--- src/rtl/proc_control.sv ---
// proc_control
// Instruction-sequencing control unit for the simple processor. Accepts
// 16-bit instruction words over a valid/ready handshake and steps a small
// FSM. Each step drives the bus-source select, the A/G load strobes, the
// ALU add/sub select and the destination register index. The index feeds
// the downstream register-enable decoder in the same cycle.
//
// Ports
//   clk          system clock, rising edge
//   resetn       asynchronous, active-low reset
//   din          instruction word, or the immediate for mvi
//   din_valid    din holds a word this cycle
//   din_ready    block accepts din this cycle (transfer = valid & ready)
//   reg_num      destination index 0..7; 16'hFFFF means no write
//   bus_sel      bus source: 0..7 = R0..R7, 8 = DIN, 9 = G, 15 = none
//   a_load       load A from bus
//   g_load       load G from ALU (A +/- bus)
//   add_sub      0 = add, 1 = subtract
//   done         one-cycle pulse in the final cycle of an instruction
//   illegal      one-cycle pulse, coincident with done, for undefined opcodes
//   instr_count  count of retired instructions (legal and illegal), wraps
//
// state | meaning
// ------+--------------------------------------------------------------
// IDLE  | waiting for an instruction word; din_ready high
// EX1   | first execute step; mv/illegal retire, mvi waits for immediate,
//       | add/sub load A from rX
// EX2   | add/sub: G <= A +/- rY
// EX3   | add/sub: write G back to rX
module proc_control (
  input  logic        clk,
  input  logic        resetn,
  input  logic [15:0] din,
  input  logic        din_valid,
  output logic        din_ready,
  output logic [15:0] reg_num,
  output logic [3:0]  bus_sel,
  output logic        a_load,
  output logic        g_load,
  output logic        add_sub,
  output logic        done,
  output logic        illegal,
  output logic [15:0] instr_count
);

  typedef enum logic [1:0] {
    S_IDLE = 2'd0,
    S_EX1  = 2'd1,
    S_EX2  = 2'd2,
    S_EX3  = 2'd3
  } state_t;

  localparam logic [2:0]  OP_MV   = 3'b000;
  localparam logic [2:0]  OP_MVI  = 3'b001;
  localparam logic [2:0]  OP_ADD  = 3'b010;
  localparam logic [2:0]  OP_SUB  = 3'b011;

  localparam logic [3:0]  BUS_DIN  = 4'd8;
  localparam logic [3:0]  BUS_G    = 4'd9;
  localparam logic [3:0]  BUS_NONE = 4'd15;
  localparam logic [15:0] NO_WRITE = 16'hFFFF;

  state_t      state_q;
  state_t      state_d;
  logic [15:0] ir_q;
  logic [15:0] count_q;
  logic        load_ir;
  logic        ready_c;

  logic [2:0]  opcode;
  logic [2:0]  rx;
  logic [2:0]  ry;

  assign opcode = ir_q[15:13];
  assign rx     = ir_q[12:10];
  assign ry     = ir_q[9:7];

  always_ff @(posedge clk or negedge resetn) begin
    if (!resetn) begin
      state_q <= S_IDLE;
      ir_q    <= 16'h0000;
      count_q <= 16'h0000;
    end else begin
      state_q <= state_d;
      if (load_ir) begin
        ir_q <= din;
      end
      if (done) begin
        count_q <= count_q + 16'd1;
      end
    end
  end

  always_comb begin
    state_d = state_q;
    load_ir = 1'b0;
    ready_c = 1'b0;
    reg_num = NO_WRITE;
    bus_sel = BUS_NONE;
    a_load  = 1'b0;
    g_load  = 1'b0;
    add_sub = 1'b0;
    done    = 1'b0;
    illegal = 1'b0;

    case (state_q)
      S_IDLE: begin
        ready_c = 1'b1;
        if (din_valid) begin
          load_ir = 1'b1;
          state_d = S_EX1;
        end
      end

      S_EX1: begin
        case (opcode)
          OP_MV: begin
            bus_sel = {1'b0, ry};
            reg_num = {13'b0, rx};
            done    = 1'b1;
            state_d = S_IDLE;
          end
          OP_MVI: begin
            // The immediate is consumed straight off the bus; the wait for
            // it has no timeout.
            ready_c = 1'b1;
            bus_sel = BUS_DIN;
            if (din_valid) begin
              reg_num = {13'b0, rx};
              done    = 1'b1;
              state_d = S_IDLE;
            end
          end
          OP_ADD, OP_SUB: begin
            bus_sel = {1'b0, rx};
            a_load  = 1'b1;
            state_d = S_EX2;
          end
          default: begin
            done    = 1'b1;
            illegal = 1'b1;
            state_d = S_IDLE;
          end
        endcase
      end

      S_EX2: begin
        bus_sel = {1'b0, ry};
        g_load  = 1'b1;
        // opcode bit 0 (IR[13]) separates add (010) from sub (011)
        add_sub = ir_q[13];
        state_d = S_EX3;
      end

      S_EX3: begin
        bus_sel = BUS_G;
        reg_num = {13'b0, rx};
        done    = 1'b1;
        state_d = S_IDLE;
      end

      default: begin
        state_d = S_IDLE;
      end
    endcase
  end

  // Upstream must see not-ready for the whole time reset is held, even
  // though the state register already sits in IDLE.
  assign din_ready   = ready_c & resetn;
  assign instr_count = count_q;

endmodule

--- config.mk ---
export PLATFORM = sky130hd
export DESIGN_NAME = proc_control
export DESIGN_NICKNAME = d
export VERILOG_FILES = /design/src/rtl/proc_control.sv
export SDC_FILE = /design/constraint.sdc
export NUM_CORES = 1
export LEC_CHECK = 0
export BUFFER_PORTS_ARGS = -buffer_cell sky130_fd_sc_hd__buf_2
export CORE_ASPECT_RATIO = 1.25
export CORE_UTILIZATION = 40
export CTS_CLUSTER_DIAMETER = 60
export CTS_CLUSTER_SIZE = 25
export DETAILED_ROUTE_END_ITERATION = 16
export PLACE_DENSITY = 0.74
export SYNTH_ARGS = -nofsm -noshare
export SYNTH_HDL_FRONTEND = slang
export SYNTH_SLANG_ARGS = --single-unit
export TNS_END_PERCENT = 10
--- constraint.sdc ---
create_clock -name clk -period 1.3 [get_ports clk]
set_input_delay 0.065 -clock clk [delete_from_list [all_inputs] [get_ports clk]]
set_output_delay 0.065 -clock clk [all_outputs]
set_load 0.02 [all_outputs]
Word-level counts from Yosys, hierarchy flattened
Index checks and enable logic that the tools add are counted.
{"block": "totals", "mem_bits_rw": 0, "regBits": 34, "out_inout_bits": 42, "memories": 0, "mem_bits_ro": 0, "latch_bits": 0, "wordCells": 39}
{"block": "classes", "add_sub_neg": 1, "bitwise_logic": 1, "reduce_logical": 5, "n_lt_le_gt_ge": 0, "n_eq_ne": 8, "n_mul": 0, "n_shift": 0, "div": 0, "muxes": 21}
{"operator": "$pmux 16 s2", "n": 2}
{"operator": "$pmux 4 s3", "n": 2}
{"operator": "$add 16x1->16 const B", "n": 1}
{"operator": "$mux 16", "n": 1}
{"operator": "$mux 1", "n": 9}
{"operator": "$pmux 2 s4", "n": 1}
{"operator": "$eq 3x2->1 const B", "n": 2}
{"operator": "$pmux 1 s2", "n": 3}
{"operator": "$eq 2x2->1 const B", "n": 2}
{"operator": "$mux 2", "n": 2}
{"operator": "$pmux 2 s2", "n": 1}
{"operator": "$reduce_or 4->1", "n": 1}
{"operator": "$eq 3x1->1 const B", "n": 1}
{"operator": "$logic_not 3->1", "n": 1}
{"operator": "$ne 3x3->1 const B", "n": 1}
{"operator": "$eq 2x1->1 const B", "n": 1}
{"operator": "$logic_not 2->1", "n": 1}
{"operator": "$ne 2x2->1 const B", "n": 1}
{"operator": "$reduce_and 2->1", "n": 1}
{"operator": "$reduce_or 2->1", "n": 1}
{"operator": "$and 1x1->1", "n": 1}

Logic depth before layout (Yosys ltp)
Gate-level depths: netlist of the first run.
{"block": "depth", "depth_word": 4, "depth_mapped": 6}

Worst setup path before layout of the first run
No wires, ideal clock.
{"block": "synth_timing", "path_kind": "register -> output", "start": "reg ir_q[14]", "end": "out reg_num[10]", "n_path_buf": 2, "required_time_ps": 1235, "slack_ps": -139, "t_arrival_ps": 1374, "path_stages_with_launch": 7, "cell_sequence": "dfrtp_1 -> buf_6 -> nor2_1 -> a21oi_1 -> nor2b_1 -> inv_1 -> buf_4"}
{"block": "synth_between", "elab_chain_cells": 3, "elab_cells_between_ends": 4, "cone_classes": "1 x eq/ne; 2 x mux; 1 x reduce/logical"}
{"item": "start: declaration", "line": "65", "source": "logic [15:0] ir_q;"}
{"item": "start signal: assignment", "line": "86", "source": "ir_q <= din;"}
{"item": "$eq 3x1->1 or $logic_not 3->1 (tied branches)", "line": "116", "source": "case (opcode)"}
{"item": "$pmux 16 s2 *", "line": "116"}
{"item": "$pmux 16 s2 *", "line": "106", "source": "case (state_q)"}
{"item": "end: declaration", "line": "36", "source": "output logic [15:0] reg_num,"}
Mark *: on every way between the ends. The rest lies on a longest branch, timed or not.

Worst setup path in the final report of the first run
{"block": "layout_timing", "start": "reg ir_q[13]", "end": "out bus_sel[1]"}
{"block": "layout_between", "elab_chain_cells": 4, "elab_cells_between_ends": 7, "cone_classes": "3 x eq/ne; 2 x mux; 2 x reduce/logical"}
{"item": "$eq 3x2->1", "line": "116"}
{"item": "$reduce_or 2->1", "line": "116"}
{"item": "$pmux 4 s3 *", "line": "116"}
{"item": "$pmux 4 s3 *", "line": "106"}
{"item": "end: declaration", "line": "37", "source": "output logic [3:0] bus_sel,"}
Marks and branches as above.

==> flow_metrics.env, run 1 <==
export IMPL_power_frac_clock_pct=9.9
export IMPL_place_congestion=0.8681
export IMPL_layout_commonest_cell="buf_2"
export IMPL_synth_xor_area_share_pct=9.107
export IMPL_clk_path_buf_depth=2
export IMPL_violations="negative setup slack"
export IMPL_outcome="finished with violations"
export IMPL_finalWorstSetupSlack_ns=-0.2324
export IMPL_cpMaxStageDelayCell="dfrtp_2"
export IMPL_power_density_mw_per_mm2=2320
export IMPL_synth_area_leaders="dfrtp_1 47%, buf_4 6.8%, xnor2_1 6.7%"
export IMPL_synth_largest_area_cell="dfrtp_1"
export IMPL_fin_crit_sh_pct=117.9
export IMPL_cts_sinks=27
export IMPL_clk_pin_slew_ns=0.09
export IMPL_power_total_mw=4.767
export IMPL_final_cell_mix="45 x buf_2, 31 x buf_4, 14 x dfrtp_1, 13 x dfrtp_2, 12 x nand2_1"
export IMPL_drt_pass1_iter_count=4
export IMPL_htree_levels=1
export IMPL_fmax_ghz=0.6526
export IMPL_path_buf_inv=1
export IMPL_synthFlopType="dfrtp_1"
export IMPL_power_switching_mw=2.070
export IMPL_fill_cells=297
export IMPL_worstHoldStart="din[7]"
export IMPL_holdPathStages=3
export IMPL_required_ns=1.24
export IMPL_syn_area_per_cell_um2=10.53
export IMPL_antenna_found_initial=0
export IMPL_cts_tree="yes"
export IMPL_cp_start_kind="register"
export IMPL_finalHoldViolations=0
export IMPL_r2r_slack_ns=-0.16
export IMPL_die_y_um=69.15
export IMPL_wirelength_mm=3.095
export IMPL_dp_hpwl_mm=2.212
export IMPL_grt_max_degree=28
export IMPL_min_path_type="in2reg"
export IMPL_crit_family="compound AO/OA/AOI/OAI gates"
export IMPL_worstMarginPinSlew_ns=0.3288
export IMPL_peakVddDrop_mv=1.581
export IMPL_vias=1222
export IMPL_drt_iter0_drc=24
export IMPL_r2r_end="instr_count[10]"
export IMPL_start_util_pct=41.78
export IMPL_slew_headroom_pct=78.08
export IMPL_cts_root_buf="clkbuf_8"
export IMPL_final_util_pct=59.49
export IMPL_hold_path_end="ir_q[7]"
export IMPL_crit_arrival_ns=1.47
export IMPL_synth_top_cell_area_share_pct=46.83
export IMPL_crit_chain="o41ai_4 > nand2_1 > o21ai_1 > buf_4"
export IMPL_syn_area_mm2=0.001443
export IMPL_synth_compound_area_share_pct=6.938
export IMPL_fin_worst_skew_ns=0.005580
export IMPL_die_area_mm2=0.003852
export IMPL_numCtsBuffers=3
export IMPL_muxShareOfSynthArea_pct=6.245
export IMPL_synthAdderAreaFrac_pct=0.8673
export IMPL_drive_above_1_share_pct=62.80
export IMPL_switching_share_pct=43.42
export IMPL_finalSetupViolCount=43
export IMPL_grt_usage_pct=16.06
export IMPL_grt_first_pass_wirelength_mm=4.905
export IMPL_synth_top_family_by_area="simple AND/OR/NAND/NOR gates"
export IMPL_post_synth_num_cell_types=31
export IMPL_synth_cells=137
export IMPL_rsz0062_at_grt="true"
export IMPL_synth_edf_count=0
export IMPL_yosysWarnings=0
export IMPL_io_pins=61
export IMPL_drv_cap=0
export IMPL_p_leak_nw=0.9957
export IMPL_viasPerCell=4.967
export IMPL_worstSkewPairLatency_ns=0.28
export IMPL_core_area_mm2=0.003453
export IMPL_area_growth_pct=42.41
export IMPL_slew_violations=0
export IMPL_synth_seq_cells=27
export IMPL_wire_per_inst_um=12.58
export IMPL_power_frac_seq_pct=29.2
export IMPL_die_w_um=55.72
export IMPL_overflow=0
export IMPL_combPwrFrac_pct=60.9
export IMPL_syn_nets=157
export IMPL_p_int_mw=2.698
export IMPL_grt_pass1_vias=1165
export IMPL_worst_setup_path_type="reg2out"
export IMPL_rows=24
export IMPL_antenna_cells=0
export IMPL_post_route_min_period_ns=1.532
export IMPL_ant_nets=0
export IMPL_crit_path_end_kind="output pin"
export IMPL_portBuffers=53
export IMPL_critPathLaunch="ir_q[13]"
export IMPL_crit_fanout=4
export IMPL_cpPeakStageDelay_ns=0.45
export IMPL_synth_async_reset_ratio_pct=100.0
export IMPL_synthSimpleGateAreaFrac_pct=20.73
export IMPL_fin_nets=228
export IMPL_yosysSeqAreaShare_pct=46.83
export IMPL_drc=0
export IMPL_reg2reg_depth=6
-- worst min-delay path: cells and delay by family --
family	cells	cell delay, ns
AO/OA/AOI/OAI	1	0.07
buffers and inverters	1	0.08
AND/OR/NAND/NOR	1	0.03
-- metrics by stage --
step                cell area [µm²]  hold WS [ns]  setup TNS [ns]  std cells  worst slack, ns
global route                   2054      0.005580          -9.733        246          -0.3115
finish                         2054       0.01045          -5.980        246          -0.2324
global placement               1844       0.09535         -0.1878        237         -0.06228
detailed placement             1844        0.1001         -0.3273        237         -0.08149
floorplan                      1475       -0.2306         -0.3580        137         -0.04341
CTS                            1973      0.002224          -5.261        245          -0.2375
-- timing repair --
action                     in CTS  in global routing
hold buffers                    1                  0
buffers inserted                3                  1
setup endpoints to repair      40                 48
hold endpoints to repair       27                  0
pin swaps                       8                  5
resized for setup              16                 19
-- how the worst max path moves through the flow --
stage | to | slack, ns | cells after the start
2_1_floorplan | instr_count[15] | -0.04 | 4
3_3_place_gp | instr_count[10] | -0.06 | 5
3_5_place_dp | instr_count[10] | -0.08 | 5
4_1_cts | bus_sel[2] | -0.24 | 4
5_1_grt | reg_num[4] | -0.31 | 5
6_report | bus_sel[1] | -0.23 | 4
-- final cells by class --
type,count,area [µm²],share of cell area [%]
Clock buffer,3,41.29,2.010
Clock inverter,1,5.005,0.2436
Inverter,4,15.01,0.7308
Multi-Input combinational cell,90,728.2,35.44
Sequential cell,27,691.9,33.68
Tap cell,39,48.80,2.375
Timing Repair Buffer,82,524.3,25.52
-- state kept, by name, summed over array words and instances (netlist names), named ones only --
name,flops
ir_q,9
state_q,1
instr_count,16
-- cell usage after synthesis (2+ instances only) --
library cell	number
dfrtp_1	27
and2_1	2
xor2_1	4
buf_4	13
nand3_1	8
and3_1	3
mux2_2	8
a21oi_1	5
nand2b_1	6
inv_1	4
a22oi_1	2
nand2_1	12
buf_2	2
nand4_1	4
xnor2_1	11
nor2_1	7
nor2b_1	2
o21ai_0	4
-- power by group through the flow --
stage	clock network, mW	logic, mW	registers [mW]
detailed placement	0	2.45	1.36
finish	0.470	2.90	1.39
global placement	0	2.42	1.35
global route	0.513	3.12	1.43
floorplan	0	1.70	1.45
CTS	0.496	2.68	1.36
-- metal layers --
metal | GRT usage (%) | up-vias | wire, µm
li1 | - | 586 | -
met1 | 17.73 | 593 | 1239
met2 | 29.59 | 38 | 1672
met3 | 2.439 | 5 | 131
met4 | 7.500 | 0 | 52
met5 | 0 | - | 0
-- kinds of logic after synthesis --
| kind of cell | count (synthesis) |
|---|---|
| buffers and inverters | 20 |
| DFF | 27 |
| AOI/OAI and AO/OA | 14 |
| and+or+nand+nor | 52 |
| muxes | 8 |
| xor gates and xnor gates | 15 |
| adders and majority gates | 1 |
(Power assumes the default switching activity.)
==> run 2: changes to the inputs <==
Settings changed: CORE_MARGIN set to 1.5, RECOVER_POWER set to 100.
==> run 2 against run 1 <==
Effect of this change:
- the run still ends with negative setup slack left
- total power up 9.3%
- critical path depth up 1
- sequential share of layout area down 2.1 points
- clock skew down 0.00058 ns
- die area up 3.3%
- setup slack worse by 0.11 ns
- global-route usage up 0.73 points
- final area up 6.7%
- largest cell class unchanged
==> flow_metrics.env, run 2 (synthesis gave the netlist of run 1 again) <==
export IMPL_outcome="finished with violations"
export IMPL_violations="negative setup slack"
export IMPL_fin_nets=236
export IMPL_reg2reg_depth=7
export IMPL_start_util_pct=41.42
export IMPL_antenna_cells=0
export IMPL_peakVddDrop_mv=1.736
export IMPL_clk_path_buf_depth=2
export IMPL_drc=0
export IMPL_worstMarginPinSlew_ns=0.6563
export IMPL_numCtsBuffers=3
export IMPL_io_pins=61
export IMPL_cp_start_kind="register"
export IMPL_fmax_ghz=0.6078
export IMPL_rows=24
export IMPL_power_density_mw_per_mm2=2377
export IMPL_finalSetupViolCount=44
export IMPL_cpPeakStageDelay_ns=0.45
export IMPL_die_area_mm2=0.003978
export IMPL_required_ns=1.24
export IMPL_hold_path_end="ir_q[7]"
export IMPL_post_route_min_period_ns=1.645
export IMPL_fin_crit_sh_pct=126.6
export IMPL_place_area_mm2=0.001822
export IMPL_portBuffers=53
export IMPL_cpMaxStageDelayCell="dfrtp_2"
export IMPL_wire_per_inst_um=13.43
export IMPL_cts_tree="yes"
export IMPL_rsz0062_at_grt="true"
export IMPL_clk_pin_slew_ns=0.09
export IMPL_grt_usage_pct=16.79
export IMPL_path_buf_inv=2
export IMPL_fin_cells=254
export IMPL_drive_above_1_share_pct=59.53
export IMPL_core_area_mm2=0.003483
export IMPL_r2r_slack_ns=-0.19
export IMPL_fin_worst_skew_ns=0.005001
export IMPL_antenna_found_initial=0
export IMPL_crit_arrival_ns=1.58
export IMPL_p_leak_nw=1.060
export IMPL_min_path_type="in2reg"
export IMPL_slew_violations=0
export IMPL_layout_commonest_cell="buf_4"
export IMPL_crit_fanout=4
export IMPL_slew_headroom_pct=56.25
export IMPL_crit_path_end_kind="output pin"
export IMPL_drt_iter0_drc=37
export IMPL_crit_family="flip-flops"
export IMPL_reg2reg_from="ir_q[15]"
export IMPL_final_cell_mix="38 x buf_4, 24 x buf_2, 17 x buf_6, 14 x dfrtp_1, 13 x dfrtp_2"
export IMPL_grt_pass1_vias=1205
export IMPL_worstSkewPairLatency_ns=0.27
export IMPL_cts_sinks=27
export IMPL_r2r_end="instr_count[10]"
export IMPL_stdcell_area_mm2=0.002192
export IMPL_worst_setup_path_type="reg2out"
export IMPL_crit_chain="buf_6 > o41ai_4 > nand2_1 > o21ai_1 > buf_4"
export IMPL_grt_max_degree=28
export IMPL_viasPerCell=4.878
export IMPL_finalHoldViolations=0
export IMPL_area_growth_pct=51.95
export IMPL_worstHoldStart="din[7]"
export IMPL_holdPathStages=3
export IMPL_grt_first_pass_wirelength_mm=5.306
export IMPL_place_congestion=0.8554
export IMPL_dp_cells=234
export IMPL_overflow=0
export IMPL_cts_root_buf="clkbuf_8"
export IMPL_die_y_um=70.15
export IMPL_drt_pass1_iter_count=4
export IMPL_ant_nets=0
export IMPL_htree_levels=1
export IMPL_pre_cts_ws_ns=-0.09725
export IMPL_wirelength_mm=3.412
export IMPL_drv_cap=0
export IMPL_largest_reg_flops=16
export IMPL_dp_hpwl_mm=2.203
export IMPL_die_w_um=56.72
export IMPL_finalWorstSetupSlack_ns=-0.3453
export IMPL_vias=1239
==> run 2: cell types whose count changed in the layout (fill, tap and decap cells not counted), moves of 2 or more <==
cell,before,now
mux2_2,8,2
a21oi_2,0,2
buf_6,5,17
clkbuf_1,0,8
a21oi_1,5,3
buf_4,31,38
nor2_1,3,5
buf_2,45,24
mux2_4,0,6
==> run 2: worst reg2reg max path, stage by stage, from the launching register on <==
cell     delay, ns
dfrtp_1       0.42
buf_4         0.15
o21a_4        0.19
a21oi_4       0.16
buf_4         0.15
nor3_2        0.04
and3_1        0.14
xor2_1        0.14
==> run 2: cell type report <==
cell class,instances,area (µm²)
Fill cell,301,1291
Multi-Input combinational cell,90,735.7
Sequential cell,27,691.9
Timing Repair Buffer,89,641.9
Tap cell,39,48.80
Clock buffer,3,41.29
Inverter,4,20.02
Timing Repair inverter,1,7.507
Clock inverter,1,5.005
==> run 2: metrics by stage <==
step / hold slack [ns] / power [mW] / TNS [ns] / utilization (%)
after floorplan: -0.2306 / 3.147 / -0.3580 / -
after global placement: 0.09342 / 3.700 / -0.6572 / 52.30
after detailed placement: 0.1015 / 3.744 / -1.054 / 52.30
after CTS: 0.006413 / 4.948 / -7.531 / 60.99
after global routing: 0.01197 / 5.502 / -11.22 / 62.93
final: 0.007925 / 5.210 / -8.248 / 62.93
==> run 2: repair_timing <==
item | in CTS | in global routing
cloned | 1 | 0
pin swaps | 6 | 3
endpoints found under the hold margin | 27 | 0
hold buffers | 1 | 0
buffers inserted | 12 | 2
endpoints found under the setup margin | 48 | 51
gates resized for setup | 48 | 18
==> run 2: worst max path at each step <==
| stage | start | endpoint | slack, ns | depth (start not counted) |
|---|---|---|---|---|
| final | ir_q[13] | bus_sel[1] | -0.35 | 5 |
| after global routing | ir_q[13] | bus_sel[1] | -0.39 | 5 |
| after CTS | ir_q[15] | reg_num[13] | -0.30 | 7 |
| after detailed placement | register | instr_count[10] | -0.1 | 5 |
| after global placement | register | instr_count[10] | -0.06 | 5 |
| after floorplan | instr_count[7] | instr_count[15] | -0.04 | 4 |
==> run 2: routing by layer <==
metal	share of wire, %	up-vias	track usage [%]
met5	0	-	0
met4	0.88	0	3.704
met3	5.0	3	2.963
met2	54	44	31.65
met1	40	586	19.28
li1	-	606	-
==> run 2: power by group <==
part / switching (mW) / total (mW) / internal (mW)
combinational: 1.62 / 3.30 / 1.67
clock: 0.261 / 0.476 / 0.215
sequential: 0.312 / 1.44 / 1.13
==> run 3: changes to the inputs <==
Settings changed: CELL_PAD_IN_SITES_DETAIL_PLACEMENT set to 0, CELL_PAD_IN_SITES_GLOBAL_PLACEMENT set to 1, CORE_MARGIN 1.5 to not set, CORE_UTILIZATION 40 to 31, PLACE_DENSITY 0.74 to 0.77.
==> run 3 against run 2 <==
Effect of this change:
- the flow still finishes with violations (negative setup slack)
- register-to-register slack barely moved
- core utilization is 17 points lower
- die area is 24% higher
- global-route usage fell by 4.0 points
- wire length down 11%
- count of clock-buffer cells in the layout grew 1
- largest power group unchanged
==> flow_metrics.env, run 3 (synthesis gave the netlist of run 1 again) <==
export IMPL_worstSkewPairLatency_ns=0.27
export IMPL_ant_nets=0
export IMPL_stdcell_area_mm2=0.002038
export IMPL_wire_per_inst_um=11.28
export IMPL_portBuffers=53
export IMPL_crit_arrival_ns=1.47
export IMPL_violations="negative setup slack"
export IMPL_power_density_mw_per_mm2=2290
export IMPL_final_cell_mix="40 x buf_2, 37 x buf_4, 14 x dfrtp_2, 13 x dfrtp_1, 12 x nand2_1"
export IMPL_place_congestion=0.7719
export IMPL_critPathCapture="bus_sel[1]"
export IMPL_reg2reg_depth=7
export IMPL_required_ns=1.24
export IMPL_fmax_ghz=0.6515
export IMPL_finalHoldViolations=0
export IMPL_crit_cells=4
export IMPL_finalWorstSetupSlack_ns=-0.2350
export IMPL_path_buf_inv=1
export IMPL_multi_input_area_um2=689.4
export IMPL_drt_iter0_drc=30
export IMPL_dp_hpwl_mm=2.379
export IMPL_seq_area_um2=693.2
export IMPL_start_util_pct=32.60
export IMPL_antenna_found_initial=0
export IMPL_crit_fanout=6
export IMPL_drv_cap=0
export IMPL_fin_worst_skew_ns=0.002429
export IMPL_cpPeakStageDelay_ns=0.48
export IMPL_grt_usage_pct=12.79
export IMPL_clk_pin_slew_ns=0.09
export IMPL_drt_pass1_iter_count=4
export IMPL_switching_share_pct=42.70
export IMPL_layout_commonest_cell="buf_2"
export IMPL_power_switching_mw=1.993
export IMPL_clk_path_buf_depth=2
export IMPL_crit_chain="o41ai_4 > nand2_1 > o21ai_1 > buf_4"
export IMPL_worst_setup_path_type="reg2out"
export IMPL_fin_crit_sh_pct=118.1
export IMPL_reg2reg_from="state_q[0]"
export IMPL_place_area_mm2=0.001891
export IMPL_area_growth_pct=41.28
export IMPL_outcome="finished with violations"
export IMPL_htree_levels=1
export IMPL_rows=27
export IMPL_crit_family="flip-flops"
export IMPL_cts_tree="yes"
export IMPL_post_route_min_period_ns=1.535
export IMPL_finalSetupViolCount=45
export IMPL_antenna_cells=0
export IMPL_drc=0
export IMPL_largest_reg_flops=16
export IMPL_die_w_um=63.02
export IMPL_grt_first_pass_wirelength_mm=5.030
export IMPL_crit_path_end_kind="output pin"
export IMPL_drive_above_1_share_pct=58.57
export IMPL_fin_nets=231
export IMPL_p_int_mw=2.674
export IMPL_min_path_type="in2reg"
export IMPL_slew_violations=0
export IMPL_die_y_um=78.27
export IMPL_critPathLaunch="ir_q[15]"
export IMPL_pre_cts_ws_ns=-0.1188
export IMPL_combPwrFrac_pct=59.4
export IMPL_grt_pass1_vias=1136
export IMPL_cp_start_kind="register"
export IMPL_wirelength_mm=3.023
export IMPL_power_frac_clock_pct=10.1
export IMPL_r2r_slack_ns=-0.20
export IMPL_cpMaxStageDelayCell="dfrtp_2"
export IMPL_io_pins=61
export IMPL_viasPerCell=4.433
export IMPL_core_area_mm2=0.004425
export IMPL_die_area_mm2=0.004932
export IMPL_cts_sinks=27
export IMPL_grt_max_degree=28
export IMPL_fill_cells=436
export IMPL_worstMarginPinSlew_ns=0.6544
export IMPL_overflow=0
export IMPL_slew_headroom_pct=56.37
export IMPL_peakVddDrop_mv=1.286
export IMPL_r2r_end="instr_count[10]"
export IMPL_vias=1188
export IMPL_power_frac_seq_pct=30.5
export IMPL_cts_root_buf="clkbuf_8"
export IMPL_rsz0062_at_grt="true"
export IMPL_p_leak_nw=0.9651
export IMPL_numCtsBuffers=3
-- run 3: layer usage --
layer	share of wire (%)	track usage (%)	vias to the layer above
met5	0	0	-
li1	-	-	597
met4	0.76	3.488	0
met2	50	22.69	47
met1	44	15.72	541
met3	5.7	2.180	3
-- run 3: per-stage QoR --
step	total power, mW	hold WS [ns]	cells	setup TNS, ns	utilization, %
5_1_grt	4.980	0.01281	268	-10.38	46.06
2_1_floorplan	3.147	-0.2306	137	-0.3580	-
4_1_cts	4.452	0.005466	264	-7.369	44.50
6_report	4.667	0.01097	268	-6.399	46.06
3_5_place_dp	3.883	0.1010	259	-1.303	42.72
3_3_place_gp	3.854	0.09834	259	-0.9021	42.72
-- run 3: power groups by stage --
stage / registers [mW] / clock network (mW) / logic [mW]
floorplan: 1.45 / 0 / 1.70
global placement: 1.38 / 0 / 2.47
detailed placement: 1.39 / 0 / 2.50
CTS: 1.38 / 0.495 / 2.57
global route: 1.47 / 0.529 / 2.98
finish: 1.42 / 0.470 / 2.77
-- run 3: repair_timing --
| action | CTS | global route |
|---|---|---|
| pin swaps | 5 | 0 |
| buffers inserted | 0 | 4 |
| endpoints found under the hold margin | 27 | 0 |
| endpoints found under the setup margin | 46 | 51 |
| gates resized for setup | 10 | 14 |
| hold buffers | 1 | 0 |
-- run 3: worst min-delay path by stage --
stage          startpoint                    endpoint  slack (ns)  cells past startpoint
4_1_cts            din[7]                     ir_q[7]       0.005                      3
6_report           din[7]                     ir_q[7]        0.01                      3
2_1_floorplan      resetn  asynchronous set/reset pin       -0.23                      0
3_3_place_gp       resetn                  state_q[0]         0.1                      2
5_1_grt            din[7]                     ir_q[7]        0.01                      3
3_5_place_dp       resetn                  state_q[0]        0.10                      2
-- run 3: tightest hold or removal path: cells and delay by family --
| kind | cells | cell delay [ns] |
|---|---|---|
| simple gates | 1 | 0.04 |
| buf+inv | 1 | 0.08 |
| compound gates | 1 | 0.06 |
-- run 3: final cells by class --
class	instances	area share, %
Tap cell	58	3.560
Clock buffer	4	2.210
Multi-Input combinational cell	90	33.82
Sequential cell	27	34.01
Timing Repair Buffer	85	25.66
Inverter	4	0.7366
